<file path="src/rtl/mem_stream_port.sv">
// Byte-stream front end for a 32-bit block RAM: LOAD writes an 8-bit valid/ready
// stream into the RAM lane by lane (little-endian), DUMP reads words back out as bytes.
module mem_stream_port #(
   parameter int unsigned ADDR_W = 10
) (
   input  logic              clk,
   input  logic              reset,
   input  logic              start_load,
   input  logic              start_dump,
   input  logic [ADDR_W:0]   len,
   input  logic              s_valid,
   output logic              s_ready,
   input  logic [7:0]        s_data,
   output logic              m_valid,
   input  logic              m_ready,
   output logic [7:0]        m_data,
   output logic              busy,
   output logic              done,
   output logic              err,
   output logic [3:0]        mem_we,
   output logic [ADDR_W-1:0] mem_waddr,
   output logic [31:0]       mem_din,
   output logic [ADDR_W-1:0] mem_raddr,
   input  logic [31:0]       mem_q
);

   typedef enum logic [2:0] {S_IDLE, S_LOAD, S_DREQ, S_DWAIT, S_EMIT} state_t;

   localparam logic [ADDR_W:0]   LP_DEPTH = {1'b1, {ADDR_W{1'b0}}};
   localparam logic [ADDR_W:0]   LP_ONE   = {{ADDR_W{1'b0}}, 1'b1};
   localparam logic [ADDR_W-1:0] LP_WA1   = {{(ADDR_W-1){1'b0}}, 1'b1};

   state_t            r_state;
   logic [ADDR_W-1:0] r_wa;
   logic [1:0]        r_ln;
   logic [ADDR_W:0]   r_len;
   logic [31:0]       r_shift;
   logic              r_s_ready;
   logic              r_m_valid;
   logic              r_busy;
   logic              r_done;
   logic              r_err;
   logic [3:0]        r_we;
   logic [ADDR_W-1:0] r_waddr;
   logic [ADDR_W-1:0] r_raddr;
   logic [31:0]       r_din;

   logic w_last_word;
   logic w_len_zero;
   logic w_len_bad;

   // Compared at full len width so len = 2^ADDR_W completes at wa = depth-1 without wrapping.
   assign w_last_word = ({1'b0, r_wa} == (r_len - LP_ONE));
   assign w_len_zero  = (len == '0);
   assign w_len_bad   = (len > LP_DEPTH);

   always_ff @(posedge clk) begin
      if (reset) begin
         r_state   <= S_IDLE;
         r_wa      <= '0;
         r_ln      <= '0;
         r_len     <= '0;
         r_shift   <= '0;
         r_s_ready <= 1'b0;
         r_m_valid <= 1'b0;
         r_busy    <= 1'b0;
         r_done    <= 1'b0;
         r_err     <= 1'b0;
         r_we      <= '0;
         r_waddr   <= '0;
         r_raddr   <= '0;
         r_din     <= '0;
      end else begin
         r_done <= 1'b0;
         r_err  <= 1'b0;
         r_we   <= '0;
         case (r_state)
            S_IDLE: begin
               if (start_load || start_dump) begin
                  r_wa  <= '0;
                  r_ln  <= '0;
                  r_len <= len;
                  if (w_len_zero) begin
                     r_done <= 1'b1;
                  end else if (w_len_bad) begin
                     r_done <= 1'b1;
                     r_err  <= 1'b1;
                  end else if (start_load) begin
                     r_state   <= S_LOAD;
                     r_s_ready <= 1'b1;
                     r_busy    <= 1'b1;
                  end else begin
                     r_state <= S_DREQ;
                     r_raddr <= '0;
                     r_busy  <= 1'b1;
                  end
               end
            end
            S_LOAD: begin
               if (s_valid) begin
                  r_we    <= 4'b0001 << r_ln;
                  r_waddr <= r_wa;
                  r_din   <= {4{s_data}};
                  r_ln    <= r_ln + 2'd1;
                  if (r_ln == 2'd3) begin
                     if (w_last_word) begin
                        r_state   <= S_IDLE;
                        r_s_ready <= 1'b0;
                        r_busy    <= 1'b0;
                        r_done    <= 1'b1;
                     end else begin
                        r_wa <= r_wa + LP_WA1;
                     end
                  end
               end
            end
            S_DREQ: begin
               r_state <= S_DWAIT;
            end
            S_DWAIT: begin
               r_shift   <= mem_q;
               r_m_valid <= 1'b1;
               r_state   <= S_EMIT;
            end
            S_EMIT: begin
               if (m_ready) begin
                  r_shift <= {8'h00, r_shift[31:8]};
                  r_ln    <= r_ln + 2'd1;
                  if (r_ln == 2'd3) begin
                     r_m_valid <= 1'b0;
                     if (w_last_word) begin
                        r_state <= S_IDLE;
                        r_busy  <= 1'b0;
                        r_done  <= 1'b1;
                     end else begin
                        r_wa    <= r_wa + LP_WA1;
                        r_raddr <= r_wa + LP_WA1;
                        r_state <= S_DREQ;
                     end
                  end
               end
            end
            default: begin
               r_state <= S_IDLE;
            end
         endcase
      end
   end

   assign s_ready   = r_s_ready;
   assign m_valid   = r_m_valid;
   assign m_data    = r_shift[7:0];
   assign busy      = r_busy;
   assign done      = r_done;
   assign err       = r_err;
   assign mem_we    = r_we;
   assign mem_waddr = r_waddr;
   assign mem_din   = r_din;
   assign mem_raddr = r_raddr;

endmodule

</file>
<file path="config.mk">
export PLATFORM = sky130hd
export DESIGN_NAME = mem_stream_port
export DESIGN_NICKNAME = d
export VERILOG_FILES = /design/src/rtl/mem_stream_port.sv
export SDC_FILE = /design/constraint.sdc
export NUM_CORES = 1
export LEC_CHECK = 0
export CAP_MARGIN = 20
export CELL_PAD_IN_SITES_DETAIL_PLACEMENT = 2
export CELL_PAD_IN_SITES_GLOBAL_PLACEMENT = 2
export CORE_UTILIZATION = 30
export DETAILED_ROUTE_END_ITERATION = 10
export PLACE_DENSITY = 0.88
export REMOVE_ABC_BUFFERS = 1
export SLEW_MARGIN = 20
export SYNTH_ARGS = -nofsm -noshare
export SYNTH_HDL_FRONTEND = slang
export SYNTH_SLANG_ARGS = --single-unit
</file>
<file path="constraint.sdc">
create_clock -name clk -period 4.6 [get_ports clk]
set_clock_uncertainty 0.05 [all_clocks]
set_input_delay 0.69 -clock clk [delete_from_list [all_inputs] [get_ports clk]]
set_output_delay 0.69 -clock clk [all_outputs]
set_load 0.05 [all_outputs]
</file>
# Word-level counts from Yosys, hierarchy flattened
# Cells that the tools add are included.
dict set report word_totals {
  elab_cells 116
  romBits 0
  in_bits 57
  latch_bits 0
  out_inout_bits 69
  reg_bits 119
  mem_count 0
  mem_bits_rw 0
}
dict set report classes {
  n_reduce_logical 18
  mul 0
  bitwise 4
  div_mod_pow 0
  magnitude_cmp 1
  n_shift 1
  n_eq_ne 17
  n_mux 58
  n_addsub 3
}
# operator count
set op_table {}
lappend op_table {{two-way mux 10 bit} 12}
lappend op_table {{case mux 32 bit (2 select lines)} 1}
lappend op_table {{two-way mux 32 bit} 1}
lappend op_table {{case mux 10 bit (3 select lines)} 1}
lappend op_table {{two-way mux 3 bit} 8}
lappend op_table {{AND reduction 8 bit} 3}
lappend op_table {{two-way mux 1 bit} 23}
lappend op_table {{!= test 2 bit (second input constant)} 11}
lappend op_table {{case mux 10 bit (2 select lines)} 1}
lappend op_table {{case mux 3 bit (5 select lines)} 1}
lappend op_table {{equality test 10 x 11 -> 1 bit} 1}
lappend op_table {{> comparator 11 bit (second input constant)} 1}
lappend op_table {{logical NOT 11 bit} 1}
lappend op_table {{subtractor 11 x 1 -> 11 bit (second input constant)} 1}
lappend op_table {{adder 10 x 1 -> 10 bit (second input constant)} 1}
lappend op_table {{two-way mux 2 bit} 5}
lappend op_table {{equality test 3 x 2 -> 1 bit (second input constant)} 2}
lappend op_table {{case mux 1 bit (3 select lines)} 2}
lappend op_table {{case mux 2 bit (3 select lines)} 1}
lappend op_table {{AND reduction 2 bit} 3}
lappend op_table {{AND reduction 6 bit} 1}
lappend op_table {{nonzero test 2 bit} 3}
lappend op_table {{NOT 1 bit} 4}
lappend op_table {{case mux 1 bit (2 select lines)} 2}
lappend op_table {{other kinds (12)} 12}

# Longest topological paths before layout
# Gate-level depths: netlist of run 1.
dict set report depth {
  ltp_word 6
  mapped_depth 11
  ltp_nobuf 9
}

# Worst setup path before layout of run 1
# OpenSTA, ideal clock, no wires.
dict set report synth_path {
  path_kind {register to register}
  startpoint {register r_len[0]}
  endpoint {register r_raddr[7], in the netlist mem_raddr[7]}
  required_time_ns 4.463
  setup_time_ns 0.087
  path_stages_with_launch 11
  path_slack_ns 1.928
  arrival_time_ns 2.535
  path_buffers 1
  period_less_slack_ns 2.672
  path_cell_list {dfxtp_1 > buf_6 > inv_1 > ha_1 > o21ai_1 > or3b_1 > a2111o_1 > a32oi_2 > a21oi_2 > or4b_1 > o31ai_1}
}
dict set report synth_between {
  elab_chain_cells 4
}
# item line
set synth_rtl {}
lappend synth_rtl {{from (decl)} 36} ;# logic [ADDR_W:0] r_len;
lappend synth_rtl {{from (signal assigned)} 82} ;# r_len <= len;
lappend synth_rtl {{subtractor 11 x 1 -> 11 bit} 53} ;# assign w_last_word = ({1'b0, r_wa} == (r_len - LP_ONE));
lappend synth_rtl {{equality test 10 x 11 -> 1 bit} 53}
lappend synth_rtl {{!= test 2 bit (no source line)} n/a}
lappend synth_rtl {{AND reduction 8 bit (no source line)} n/a}
lappend synth_rtl {{to (signal assigned)} 137} ;# r_raddr <= r_wa + LP_WA1;
lappend synth_rtl {{to (decl)} 45} ;# logic [ADDR_W-1:0] r_raddr;
# No other way between the ends.
# A chain may end at the register's enable or synchronous reset.

# Worst setup path after layout of run 1
# Same ends and word-level chain as after synthesis.

==> load_flow_metrics.sql, run 1 <==
INSERT INTO impl_metrics (metric_group, metric, value, unit) VALUES
('routing', 'drt-pass1-iter-count', '4', ''),
('timing', 'max_slew_margin', '34.1', '%'),
('timing', 'final.period_utilization', '69.3', '%'),
('final_layout', 'layout.nets', '697', ''),
('yosys', 'synth_async_sr_flop_share', '0', '%'),
('status', 'run_status', 'complete, no violations', ''),
('routing', 'wl_met1', '7.05', 'mm'),
('yosys', 'synth-seq-cells', '95', ''),
('clock_network', 'clock_tree.htree_level_count', '3', ''),
('timing', 'layout_setup_ws', '1.41', 'ns'),
('power_and_ir_drop', 'total_power_draw', '0.00210', 'W'),
('setup_path', 'critical_path.max_fanout', '16', ''),
('timing', 'final-setup-viol-count', '0', ''),
('timing', 'setup-tns-final', '0', 'ns'),
('final_layout', 'layout_cell_share_with_drive_strength_beyond_1', '6.07', '%'),
('routing', 'route.detailed.vias_per_inst', '5.21', ''),
('routing', 'routedWlPerCell', '18.6', 'um'),
('global_routing', 'vias_in_the_first_global_route', '4751', ''),
('routing', 'dr.max_layer_used', 'met4', ''),
('yosys', 'mappedNetlistArea', '4790', 'sq um'),
('yosys', 'yosysWarnings', '0', ''),
('timing', 'slew_at_the_pin_closest_to_its_max_slew_limit', '0.983', 'ns'),
('clock_network', 'maximum_clock_path_buffer_count', '2', ''),
('routing', 'ant_nets', '0', ''),
('die', 'initial_utilization', '31.1', '%'),
('yosys', 'synthesis.instances', '571', ''),
('final_layout', 'n_antenna_cell', '0', ''),
('setup_path', 'max_stage_delay', '0.56', 'ns'),
('routing', 'number_of_drc_markers_after_the_initial_detailed_route_iteration', '169', ''),
('hold_path', 'worst_hold_path_type', 'reg2reg', ''),
('timing', 'finalCriticalPeriod', '3.19', 'ns'),
('setup_path', 'path_cells', 'inv_1 -> ha_1 -> o21ai_1 -> or3b_1 -> a2111o_1 -> a32oi_2 -> a21oi_2 -> or4b_1 -> o31ai_1', ''),
('die', 'die-area', '16500', 'sq um'),
('clock_network', 'cts_root_buffer', 'sky130_fd_sc_hd__clkbuf_16', ''),
('routing', 'routed-via-count', '4445', ''),
('routing', 'wl_met2', '7.98', 'mm'),
('die', 'core_footprint', '15400', 'sq um'),
('final_layout', 'syn2layout_area_growth', '30.7', '%'),
('final_layout', 'multi_input_comb_area', '2430', 'sq um'),
('clock_network', 'cts_buffers', '9', ''),
('yosys', 'ys_seq_area_share', '39.7', '%'),
('setup_path', 'worst-path-buf-inv', '1', ''),
('global_routing', 'grt_max_degree', '56', ''),
('setup_path', 'timing.critical_path.from_type', 'flop', ''),
('final_layout', 'fillers', '1691', ''),
('final_layout', 'final_cell_count_no_fill', '853', ''),
('timing', 'fmax', '0.314', 'GHz'),
('die', 'dieHeight', '128', 'um'),
('global_routing', 'grt_antenna_before_repair', '0', ''),
('timing', 'final.hold.worst_slack', '0.409', 'ns'),
('global_routing', 'wire_length_of_the_first_global_routing_pass', '25.3', 'mm'),
('setup_path', 'cp_data_arrival_time', '3.40', 'ns'),
('setup_path', 'worstSetupPathType', 'reg2reg', ''),
('power_and_ir_drop', 'power.static_leakage', '2.12', 'nW'),
('placement', 'dp_worst_setup_slack', '1.18', 'ns'),
('placement', 'placed_cells', '836', ''),
('placement', 'buffer_ports.inserted', '125', ''),
('final_layout', 'final-seq-area', '1900', 'sq um'),
('die', 'std_cell_rows', '45', ''),
('die', 'die_x', '128', 'um'),
('job', 'max_cap_viol_count', '0', ''),
('placement', 'gp_congestion', '0.856', ''),
('die', 'floorplan.io_pins', '126', ''),
('global_routing', 'global_route.overflow_total', '0', ''),
('setup_path', 'ff2ff_setup_slack', '1.41', 'ns'),
('setup_path', 'critPathCaptureType', 'flop', ''),
('clock_network', 'hold_buffers', '0', ''),
('clock_network', 'path_clk_slew', '0.07', 'ns'),
('routing', 'drt-total-wl', '15.9', 'mm'),
('setup_path', 'critical_path_required', '4.82', 'ns'),
('yosys', 'yosysUniqueCellTypes', '64', '');
sequential cells by signal, summed over array words and instances, names as in the netlist, 3 cells and up:
register and count:
r_shift 32, r_len 11, mem_raddr 10, mem_waddr 10, r_wa 10, mem_din 8
mem_we 4, r_state 3
worst paths after layout:
| kind | startpoint | endpoint | depth (start not counted) |
|---|---|---|---|
| hold reg to reg | mem_waddr[9]$_SDFFE_PP0P_ | mem_waddr[9]$_SDFFE_PP0P_ | 2 |
| setup / recovery | r_len[0]$_SDFFE_PP0P_ | mem_raddr[7]$_SDFFE_PP0P_ | 9 |
| hold / removal | mem_waddr[9]$_SDFFE_PP0P_ | mem_waddr[9]$_SDFFE_PP0P_ | 2 |
| setup reg to reg | r_len[0]$_SDFFE_PP0P_ | mem_raddr[7]$_SDFFE_PP0P_ | 9 |
cell families (layout without fill, tap and decap cells):
| logic type | after synthesis | count (layout) | synth area share (%) |
|---|---|---|---|
| mux | 27 | 27 | 5.65 |
| xor+xnor | 19 | 19 | 3.76 |
| compound gates | 130 | 130 | 19.5 |
| fa+ha+maj | 3 | 3 | 0.784 |
| simple gates | 209 | 209 | 20.8 |
| buf+inv | 88 | 159 | 9.83 |
| flops | 95 | 95 | 39.7 |
routing by layer:
| layer | vias up | global-route usage (%) |
|---|---|---|
| met5 | - | 0 |
| met4 | 0 | 7.34 |
| met3 | 20 | 2.84 |
| met2 | 103 | 35.3 |
| met1 | 2205 | 24.0 |
| li1 | 2117 | - |
layout make-up:
class	instances	share of cell area, %
clock inverters	7	1.38
clock buffers	9	3.60
multi-input cells	388	38.9
well taps	211	4.22
inverters	11	0.660
repair buffers	132	20.9
flip-flops and latches	95	30.4
metrics by stage:
stage	util, %	area [sq um]
floorplan	-	4360
CTS	40.6	6240
global placement	38.6	5930
global route	40.7	6260
detailed placement	38.6	5930
finish	40.7	6260
Yosys cell counts, drive strengths merged (2+ instances only):
master	count	area, sq um
a2111o	2	22.5
a211o	2	18.8
a211oi	26	208
a21o	4	30.0
a21oi	41	209
a22oi	8	60.1
a31oi	6	37.5
a32o	4	40.0
a41o	3	30.0
and2	3	21.3
and3	9	57.6
and4	2	17.5
buf	41	293
clkbuf	36	136
dfxtp	95	1900
ha	3	37.5
inv	11	41.3
mux2i	27	270
nand2	75	282
nand2b	5	31.3
nand3	9	45.0
nand3b	3	22.5
nand4	3	18.8
nor2	62	233
nor2b	9	56.3
nor3	9	45.0
nor4	4	25.0
nor4b	4	35.0
o2111ai	2	17.5
o211ai	3	22.5
o21a	2	15.0
o21ai	10	50.0
o32ai	2	25.0
o41ai	8	77.6
or3	4	30.0
or4	3	30.0
or4b	2	20.0
xnor2	11	96.3
xor2	7	61.3
tightest hold or removal path, cell delays in order, from the launching register on:
cell and delay, ns:
sky130_fd_sc_hd__dfxtp_1 0.31, sky130_fd_sc_hd__nand2_1 0.05, sky130_fd_sc_hd__a21oi_1 0.05
report_power, final:
group	leakage (nW)	total, W	switching, W	internal, W
Clock	0.156	0.000800	0.000365	0.000435
Sequential	0.770	0.000891	0.0000397	0.000851
Combinational	1.19	0.000409	0.000250	0.000159
cells in the final DEF, fill, tap and decap left out, types with 5 or more instances in the layout:
cell type                           n
sky130_fd_sc_hd__a211oi_1          25
sky130_fd_sc_hd__a21oi_1           40
sky130_fd_sc_hd__a22oi_1            8
sky130_fd_sc_hd__a31oi_1            6
sky130_fd_sc_hd__and3_1             8
sky130_fd_sc_hd__buf_4              6
sky130_fd_sc_hd__clkbuf_16          9
sky130_fd_sc_hd__clkdlybuf4s50_1  124
sky130_fd_sc_hd__dfxtp_1           95
sky130_fd_sc_hd__inv_1             11
sky130_fd_sc_hd__mux2i_1           27
sky130_fd_sc_hd__nand2_1           75
sky130_fd_sc_hd__nand2b_1           5
sky130_fd_sc_hd__nand3_1            9
sky130_fd_sc_hd__nor2_1            61
sky130_fd_sc_hd__nor2b_1            9
sky130_fd_sc_hd__nor3_1             8
sky130_fd_sc_hd__o21ai_0            8
sky130_fd_sc_hd__o41ai_1            7
sky130_fd_sc_hd__xnor2_1           11
sky130_fd_sc_hd__xor2_1             7
No activity file was read; power rests on OpenSTA's default activity.
==> run 2: changes to the inputs <==
CORE_UTILIZATION = 25   (was 30)
PLACE_DENSITY = 0.79   (was 0.88)
clock period = 2.9 ns   (was 4.6 ns; I/O delays follow)
==> run 2 against run 1 <==
  * Register-to-register slack got worse by 1.3 ns
  * Clock power up 57%
  * Hold slack gained 0.0056 ns
  * Routed wire length increased by 2.1%
  * Maximum frequency up 13%
  * Sequential power up 58%
  * Global-route usage fell by 2.8 points
  * Non-clock buffer count is 16 higher
  * Combinational power grew 67%
  * Sequential share of layout area is 0.75 points lower
  * Flip-flop and latch count is the same
  * Count of clock-buffer cells in the layout unchanged
  * Critical endpoint unchanged
==> load_flow_metrics.sql, run 2 (synthesized netlist as in run 1, its figures left out) <==
INSERT INTO impl_metrics (metric_group, metric, value, unit) VALUES
('final_layout', 'layout.nets', '713', ''),
('die', 'die_x', '140', 'um'),
('final_layout', 'max_ffs_per_register', '32', ''),
('hold_path', 'worst_hold_path_type', 'reg2reg', ''),
('placement', 'detailed_place.area', '6080', 'sq um'),
('routing', 'drt_drc', '0', ''),
('setup_path', 'timing.critical_path.from_type', 'flop', ''),
('setup_path', 'path_cells', 'buf_4 -> or3_4 -> or3_1 -> o21a_1 -> a211oi_4 -> a21oi_2 -> or4b_1 -> o31ai_1', ''),
('power_and_ir_drop', 'power.static_leakage', '2.19', 'nW'),
('setup_path', 'cp_data_arrival_time', '3.03', 'ns'),
('timing', 'fmax', '0.356', 'GHz'),
('clock_network', 'cts_root_buffer', 'sky130_fd_sc_hd__clkbuf_16', ''),
('timing', 'final.hold.worst_slack', '0.415', 'ns'),
('power_and_ir_drop', 'clock_power_share', '37.5', '%'),
('timing', 'grt_setup_unrepaired', 'no', ''),
('clock_network', 'clock_tree.htree_level_count', '3', ''),
('die', 'core_footprint', '18700', 'sq um'),
('setup_path', 'worstSetupPathType', 'reg2reg', ''),
('final_layout', 'largest-register', 'r_shift', ''),
('routing', 'route.detailed.vias_per_inst', '5.04', ''),
('die', 'std_cell_rows', '50', ''),
('routing', 'routed-via-count', '4495', ''),
('final_layout', 'most_common_library_cell_in_the_layout_ignoring_fill_and_taps', 'sky130_fd_sc_hd__clkdlybuf4s50_1', ''),
('setup_path', 'critPathCaptureType', 'flop', ''),
('timing', 'final.period_utilization', '96.8', '%'),
('routing', 'ant_nets', '0', ''),
('setup_path', 'max_stage_delay', '0.55', 'ns'),
('global_routing', 'vias_in_the_first_global_route', '4950', ''),
('placement', 'detailed_place_hpwl', '12.1', 'mm'),
('placement', 'gp_congestion', '0.825', ''),
('status', 'run_status', 'complete, no violations', ''),
('timing', 'hold_viol_final', '0', ''),
('setup_path', 'critical_path_required', '3.12', 'ns'),
('power_and_ir_drop', 'power_frac_seq', '42.1', '%'),
('timing', 'max_slew_margin', '54.8', '%'),
('power_and_ir_drop', 'netSwitchingFraction', '31.1', '%'),
('die', 'die-area', '19700', 'sq um'),
('routing', 'drt-total-wl', '16.2', 'mm'),
('die', 'floorplan.io_pins', '126', ''),
('global_routing', 'global_route.overflow_total', '0', ''),
('global_routing', 'wire_length_of_the_first_global_routing_pass', '26.5', 'mm'),
('placement', 'buffer_ports.inserted', '125', ''),
('routing', 'drt-pass1-iter-count', '4', ''),
('global_routing', 'grt_max_degree', '49', ''),
('clock_network', 'cts_num_sinks', '95', ''),
('power_and_ir_drop', 'ir_worst_vdd', '0.000276', 'V'),
('timing', 'slew_at_the_pin_closest_to_its_max_slew_limit', '0.677', 'ns'),
('timing', 'final-setup-viol-count', '0', ''),
('timing', 'finalCriticalPeriod', '2.81', 'ns'),
('die', 'dieHeight', '140', 'um'),
('clock_network', 'path_clk_slew', '0.07', 'ns'),
('power_and_ir_drop', 'switching_power', '0.00104', 'W'),
('clock_network', 'worst_skew_pair_later_pin_latency', '0.35', 'ns'),
('job', 'max_cap_viol_count', '0', ''),
('final_layout', 'fillers', '2050', ''),
('placement', 'placed_cells', '876', ''),
('setup_path', 'crit_family', 'simple AND/OR/NAND/NOR gates', ''),
('final_layout', 'n_antenna_cell', '0', ''),
('clock_network', 'clock_tree_from_tritoncts', 'built', ''),
('final_layout', 'syn2layout_area_growth', '34.0', '%'),
('routing', 'routedWlPerCell', '18.2', 'um'),
('final_layout', 'final_cell_mix', 'sky130_fd_sc_hd__clkdlybuf4s50_1, sky130_fd_sc_hd__dfxtp_1, sky130_fd_sc_hd__nand2_1', ''),
('power_and_ir_drop', 'power_density', '522', 'nW/um^2'),
('clock_network', 'post_cts_buffers', '0', ''),
('global_routing', 'track_usage', '17.0', '%'),
('setup_path', 'critical_path.max_fanout', '8', ''),
('clock_network', 'cts_buffers', '9', ''),
('clock_network', 'hold_buffers', '0', ''),
('setup_path', 'worst-path-buf-inv', '1', ''),
('final_layout', 'final_cell_count_no_fill', '892', ''),
('setup_path', 'critical-path-slowest-cell', 'sky130_fd_sc_hd__or4b_1', ''),
('clock_network', 'maximum_clock_path_buffer_count', '2', ''),
('setup_path', 'ff2ff_setup_slack', '0.09', 'ns'),
('routing', 'number_of_drc_markers_after_the_initial_detailed_route_iteration', '164', ''),
('final_layout', 'top_regs', 'r_shift x32, r_len x11', ''),
('die', 'initial_utilization', '25.6', '%'),
('global_routing', 'grt_antenna_before_repair', '0', ''),
('final_layout', 'post-route-cell-area', '6420', 'sq um'),
('final_layout', 'layout_cell_share_with_drive_strength_beyond_1', '8.66', '%'),
('power_and_ir_drop', 'power.share.combinational', '20.4', '%'),
('power_and_ir_drop', 'total_power_draw', '0.00335', 'W'),
('timing', 'final-max-slew-violation-count', '0', ''),
('power_and_ir_drop', 'internal-power', '0.00231', 'W');
run 2: changes by cell type in the layout (fill, tap and decap cells not counted), sizes merged:
cell      previous run  this run
buf                  8        24
clkinv               2         1
inv                 15        14
clkinvlp             0         2
run 2: cell type report:
| type | instances | area (sq um) | area share [%] |
|---|---|---|---|
| clock buffers | 9 | 225 | 3.51 |
| clock inverters | 7 | 78.8 | 1.23 |
| inverters | 11 | 41.3 | 0.644 |
| multi-input cells | 388 | 2460 | 38.3 |
| flip-flops and latches | 95 | 1900 | 29.6 |
| well taps | 234 | 293 | 4.56 |
| repair buffers | 148 | 1420 | 22.1 |
run 2: worst paths after layout:
| kind | start | endpoint | cells after the start |
|---|---|---|---|
| setup / recovery | r_len[0]$_SDFFE_PP0P_ | mem_raddr[7]$_SDFFE_PP0P_ | 8 |
| hold / removal | mem_waddr[4]$_SDFFE_PP0P_ | mem_waddr[4]$_SDFFE_PP0P_ | 2 |
| setup reg to reg | r_len[0]$_SDFFE_PP0P_ | mem_raddr[7]$_SDFFE_PP0P_ | 8 |
| hold reg to reg | mem_waddr[4]$_SDFFE_PP0P_ | mem_waddr[4]$_SDFFE_PP0P_ | 2 |
run 2: timing repair:
action / in CTS / in global routing
endpoints found under the setup margin: 9 / 12
endpoints found under the hold margin: 0 / 0
gates resized for setup: 1 / 3
run 2: power by group through the flow:
stage / Clock, W / Combinational (W) / Sequential, W
finish: 0.00126 / 0.000684 / 0.00141
global route: 0.00135 / 0.000739 / 0.00142
CTS: 0.00129 / 0.000682 / 0.00141
detailed placement: 0 / 0.000675 / 0.00144
global placement: 0 / 0.000646 / 0.00143
floorplan: 0 / 0.000263 / 0.00153
run 2: metal layers:
layer  wire [um]  track usage (%)  up-vias
li1            -                -     2140
met3         588             2.84       19
met5           0                0        -
met2        8070             30.6       93
met1        7330             20.3     2243
met4         243             5.61        0
run 2: metrics by stage:
| stage | worst slack, ns | util (%) | TNS, ns |
|---|---|---|---|
| 4_1_cts | 0.0665 | 34.2 | 0 |
| 3_3_place_gp | 0.206 | 32.5 | 0 |
| 5_1_grt | 0.00558 | 34.3 | 0 |
| 3_5_place_dp | -0.0395 | 32.5 | -0.0748 |
| 2_1_floorplan | -0.718 | - | -25.34 |
| 6_report | 0.0921 | 34.3 | 0 |
run 2: tightest hold or removal path, cell delays in order, from the launching register on:
cell and delay [ns]:
sky130_fd_sc_hd__dfxtp_1 0.31, sky130_fd_sc_hd__nand2_1 0.05, sky130_fd_sc_hd__a21oi_1 0.05
==> run 3: changes to the inputs <==
CORE_ASPECT_RATIO = 0.9   (was not set)
REMOVE_ABC_BUFFERS = not set   (was 1)
==> run 3 against run 2 <==
  * Routed wire length is 1.7% higher
  * Final cell count up 1.2%
  * Critical endpoint unchanged
  * Largest power group unchanged
  * Critical path depth unchanged
  * Largest cell class unchanged
  * Sequential share of layout area up 0.070 points
  * Count of clock-buffer cells in the layout grew 1
  * Combinational power rose by 1%
==> load_flow_metrics.sql, run 3 (synthesized netlist as in run 1, its figures left out) <==
INSERT INTO impl_metrics (metric_group, metric, value, unit) VALUES
('clock_network', 'maximum_clock_path_buffer_count', '2', ''),
('setup_path', 'timing.critical_path.from_type', 'flop', ''),
('final_layout', 'fillers', '2106', ''),
('routing', 'routed-via-count', '4446', ''),
('setup_path', 'critPathCaptureType', 'flop', ''),
('setup_path', 'cp_data_arrival_time', '2.94', 'ns'),
('routing', 'number_of_drc_markers_after_the_initial_detailed_route_iteration', '204', ''),
('routing', 'drt-total-wl', '16.5', 'mm'),
('die', 'dieHeight', '133', 'um'),
('die', 'std_cell_rows', '47', ''),
('setup_path', 'worstSetupPathType', 'reg2reg', ''),
('final_layout', 'syn2layout_area_growth', '33.7', '%'),
('timing', 'grt_setup_unrepaired', 'no', ''),
('clock_network', 'clock_tree_from_tritoncts', 'built', ''),
('global_routing', 'wire_length_of_the_first_global_routing_pass', '26.3', 'mm'),
('clock_network', 'path_clk_slew', '0.07', 'ns'),
('timing', 'final.period_utilization', '94.5', '%'),
('final_layout', 'final_cell_mix', 'sky130_fd_sc_hd__clkdlybuf4s50_1, sky130_fd_sc_hd__dfxtp_1, sky130_fd_sc_hd__nand2_1', ''),
('power_and_ir_drop', 'ir_worst_vdd', '0.000245', 'V'),
('timing', 'final-setup-viol-count', '0', ''),
('final_layout', 'largest-register', 'r_shift', ''),
('die', 'floorplan.io_pins', '126', ''),
('final_layout', 'layout_cell_share_with_drive_strength_beyond_1', '8.36', '%'),
('final_layout', 'max_ffs_per_register', '32', ''),
('global_routing', 'global_route.overflow_total', '0', ''),
('job', 'max_cap_viol_count', '0', ''),
('placement', 'detailed_place_hpwl', '12.5', 'mm'),
('power_and_ir_drop', 'power_density', '504', 'nW/um^2'),
('timing', 'slew_at_the_pin_closest_to_its_max_slew_limit', '0.692', 'ns'),
('power_and_ir_drop', 'power.static_leakage', '2.18', 'nW'),
('routing', 'drt_drc', '0', ''),
('clock_network', 'post_cts_buffers', '0', ''),
('timing', 'layout_setup_ws', '0.161', 'ns'),
('placement', 'detailed_place.area', '6100', 'sq um'),
('routing', 'dr.max_layer_used', 'met4', ''),
('placement', 'buffer_ports.inserted', '125', ''),
('clock_network', 'worst_skew_pair_later_pin_latency', '0.35', 'ns'),
('global_routing', 'grt_max_degree', '49', ''),
('setup_path', 'critical-path-slowest-cell', 'sky130_fd_sc_hd__or4b_1', ''),
('final_layout', 'post-route-cell-area', '6400', 'sq um'),
('setup_path', 'critical_path_required', '3.10', 'ns'),
('final_layout', 'n_antenna_cell', '0', ''),
('routing', 'drt-pass1-iter-count', '4', ''),
('clock_network', 'cts_buffers', '9', ''),
('placement', 'gp_congestion', '0.838', ''),
('placement', 'dp_worst_setup_slack', '-0.00482', 'ns'),
('timing', 'fmax', '0.365', 'GHz'),
('routing', 'routedWlPerCell', '18.3', 'um'),
('routing', 'ant_nets', '0', ''),
('setup_path', 'max_stage_delay', '0.52', 'ns'),
('setup_path', 'critical_path.max_fanout', '7', ''),
('global_routing', 'grt_antenna_before_repair', '0', ''),
('die', 'initial_utilization', '25.8', '%'),
('clock_network', 'cts_root_buffer', 'sky130_fd_sc_hd__clkbuf_16', ''),
('hold_path', 'worst_hold_path_type', 'in2reg', ''),
('clock_network', 'cts_num_sinks', '95', ''),
('die', 'die_x', '148', 'um'),
('timing', 'max_slew_margin', '53.9', '%'),
('final_layout', 'layout.nets', '714', ''),
('timing', 'finalCriticalPeriod', '2.74', 'ns'),
('setup_path', 'worst-path-buf-inv', '1', ''),
('clock_network', 'clock_tree.htree_level_count', '3', ''),
('status', 'run_status', 'complete, no violations', ''),
('final_layout', 'top_regs', 'r_shift x32, r_len x11', ''),
('timing', 'final-max-slew-violation-count', '0', ''),
('routing', 'wl_met3', '738', 'um'),
('routing', 'route.detailed.vias_per_inst', '4.92', ''),
('die', 'die-area', '19700', 'sq um'),
('global_routing', 'vias_in_the_first_global_route', '4782', ''),
('timing', 'final.hold.worst_slack', '0.405', 'ns'),
('die', 'core_footprint', '18600', 'sq um'),
('clock_network', 'hold_buffers', '0', ''),
('global_routing', 'track_usage', '17.1', '%'),
('final_layout', 'most_common_library_cell_in_the_layout_ignoring_fill_and_taps', 'sky130_fd_sc_hd__clkdlybuf4s50_1', ''),
('routing', 'wl_met2', '7.67', 'mm'),
('yosys', 'synth_fp_nets', '631', ''),
('routing', 'wl_met1', '7.93', 'mm'),
('setup_path', 'path_cells', 'buf_4 -> or3_4 -> or3_1 -> o21a_1 -> a211oi_4 -> a21oi_2 -> or4b_1 -> o31ai_1', ''),
('setup_path', 'crit_family', 'simple AND/OR/NAND/NOR gates', ''),
('timing', 'hold_viol_final', '0', '');
==> run 3: worst paths after layout <==
kind	cells after the start	from	end	slack [ns]
worst min-delay path	2	reset	r_state[1]$_SDFFE_PP0P_	0.40
worst max register to register	8	r_len[1]$_SDFFE_PP0P_	mem_raddr[7]$_SDFFE_PP0P_	0.16
worst min register to register	2	mem_waddr[0]$_SDFFE_PP0P_	mem_waddr[0]$_SDFFE_PP0P_	0.41
worst max-delay path	8	r_len[1]$_SDFFE_PP0P_	mem_raddr[7]$_SDFFE_PP0P_	0.16
==> run 3: timing repair <==
action	in CTS	in global routing
pin swaps	0	1
gates resized for setup	1	2
gates cloned	0	0
setup endpoints to repair	1	9
==> run 3: report_power, final <==
group	switching, W	internal, W
Clock	0.000525	0.000601
Sequential	0.0000579	0.00135
Combinational	0.000410	0.000283
==> run 3: layer usage <==
| layer | global-route usage (%) | vias to the layer above |
|---|---|---|
| met5 | 0 | - |
| met4 | 3.95 | 0 |
| met3 | 3.49 | 14 |
| met2 | 28.1 | 106 |
| met1 | 22.9 | 2179 |
| li1 | - | 2147 |
==> run 3: final cells by class <==
| class | instances | area (sq um) | area share, % |
|---|---|---|---|
| multi-input cells | 388 | 2450 | 38.3 |
| repair buffers | 149 | 1430 | 22.3 |
| well taps | 245 | 307 | 4.79 |
| inverters | 11 | 41.3 | 0.645 |
| clock buffers | 10 | 239 | 3.73 |
| flip-flops and latches | 95 | 1900 | 29.7 |
| clock inverters | 5 | 35.0 | 0.547 |
==> run 3: stage by stage <==
stage / std cells / utilization [%] / TNS (ns) / total power [W]
6_report: 903 / 34.4 / 0 / 0.00323
5_1_grt: 903 / 34.4 / 0 / 0.00337
4_1_cts: 903 / 34.3 / 0 / 0.00327
3_5_place_dp: 888 / 32.8 / -0.00482 / 0.00212
3_3_place_gp: 888 / 32.8 / 0 / 0.00209
2_1_floorplan: 571 / - / 0 / 0.00186
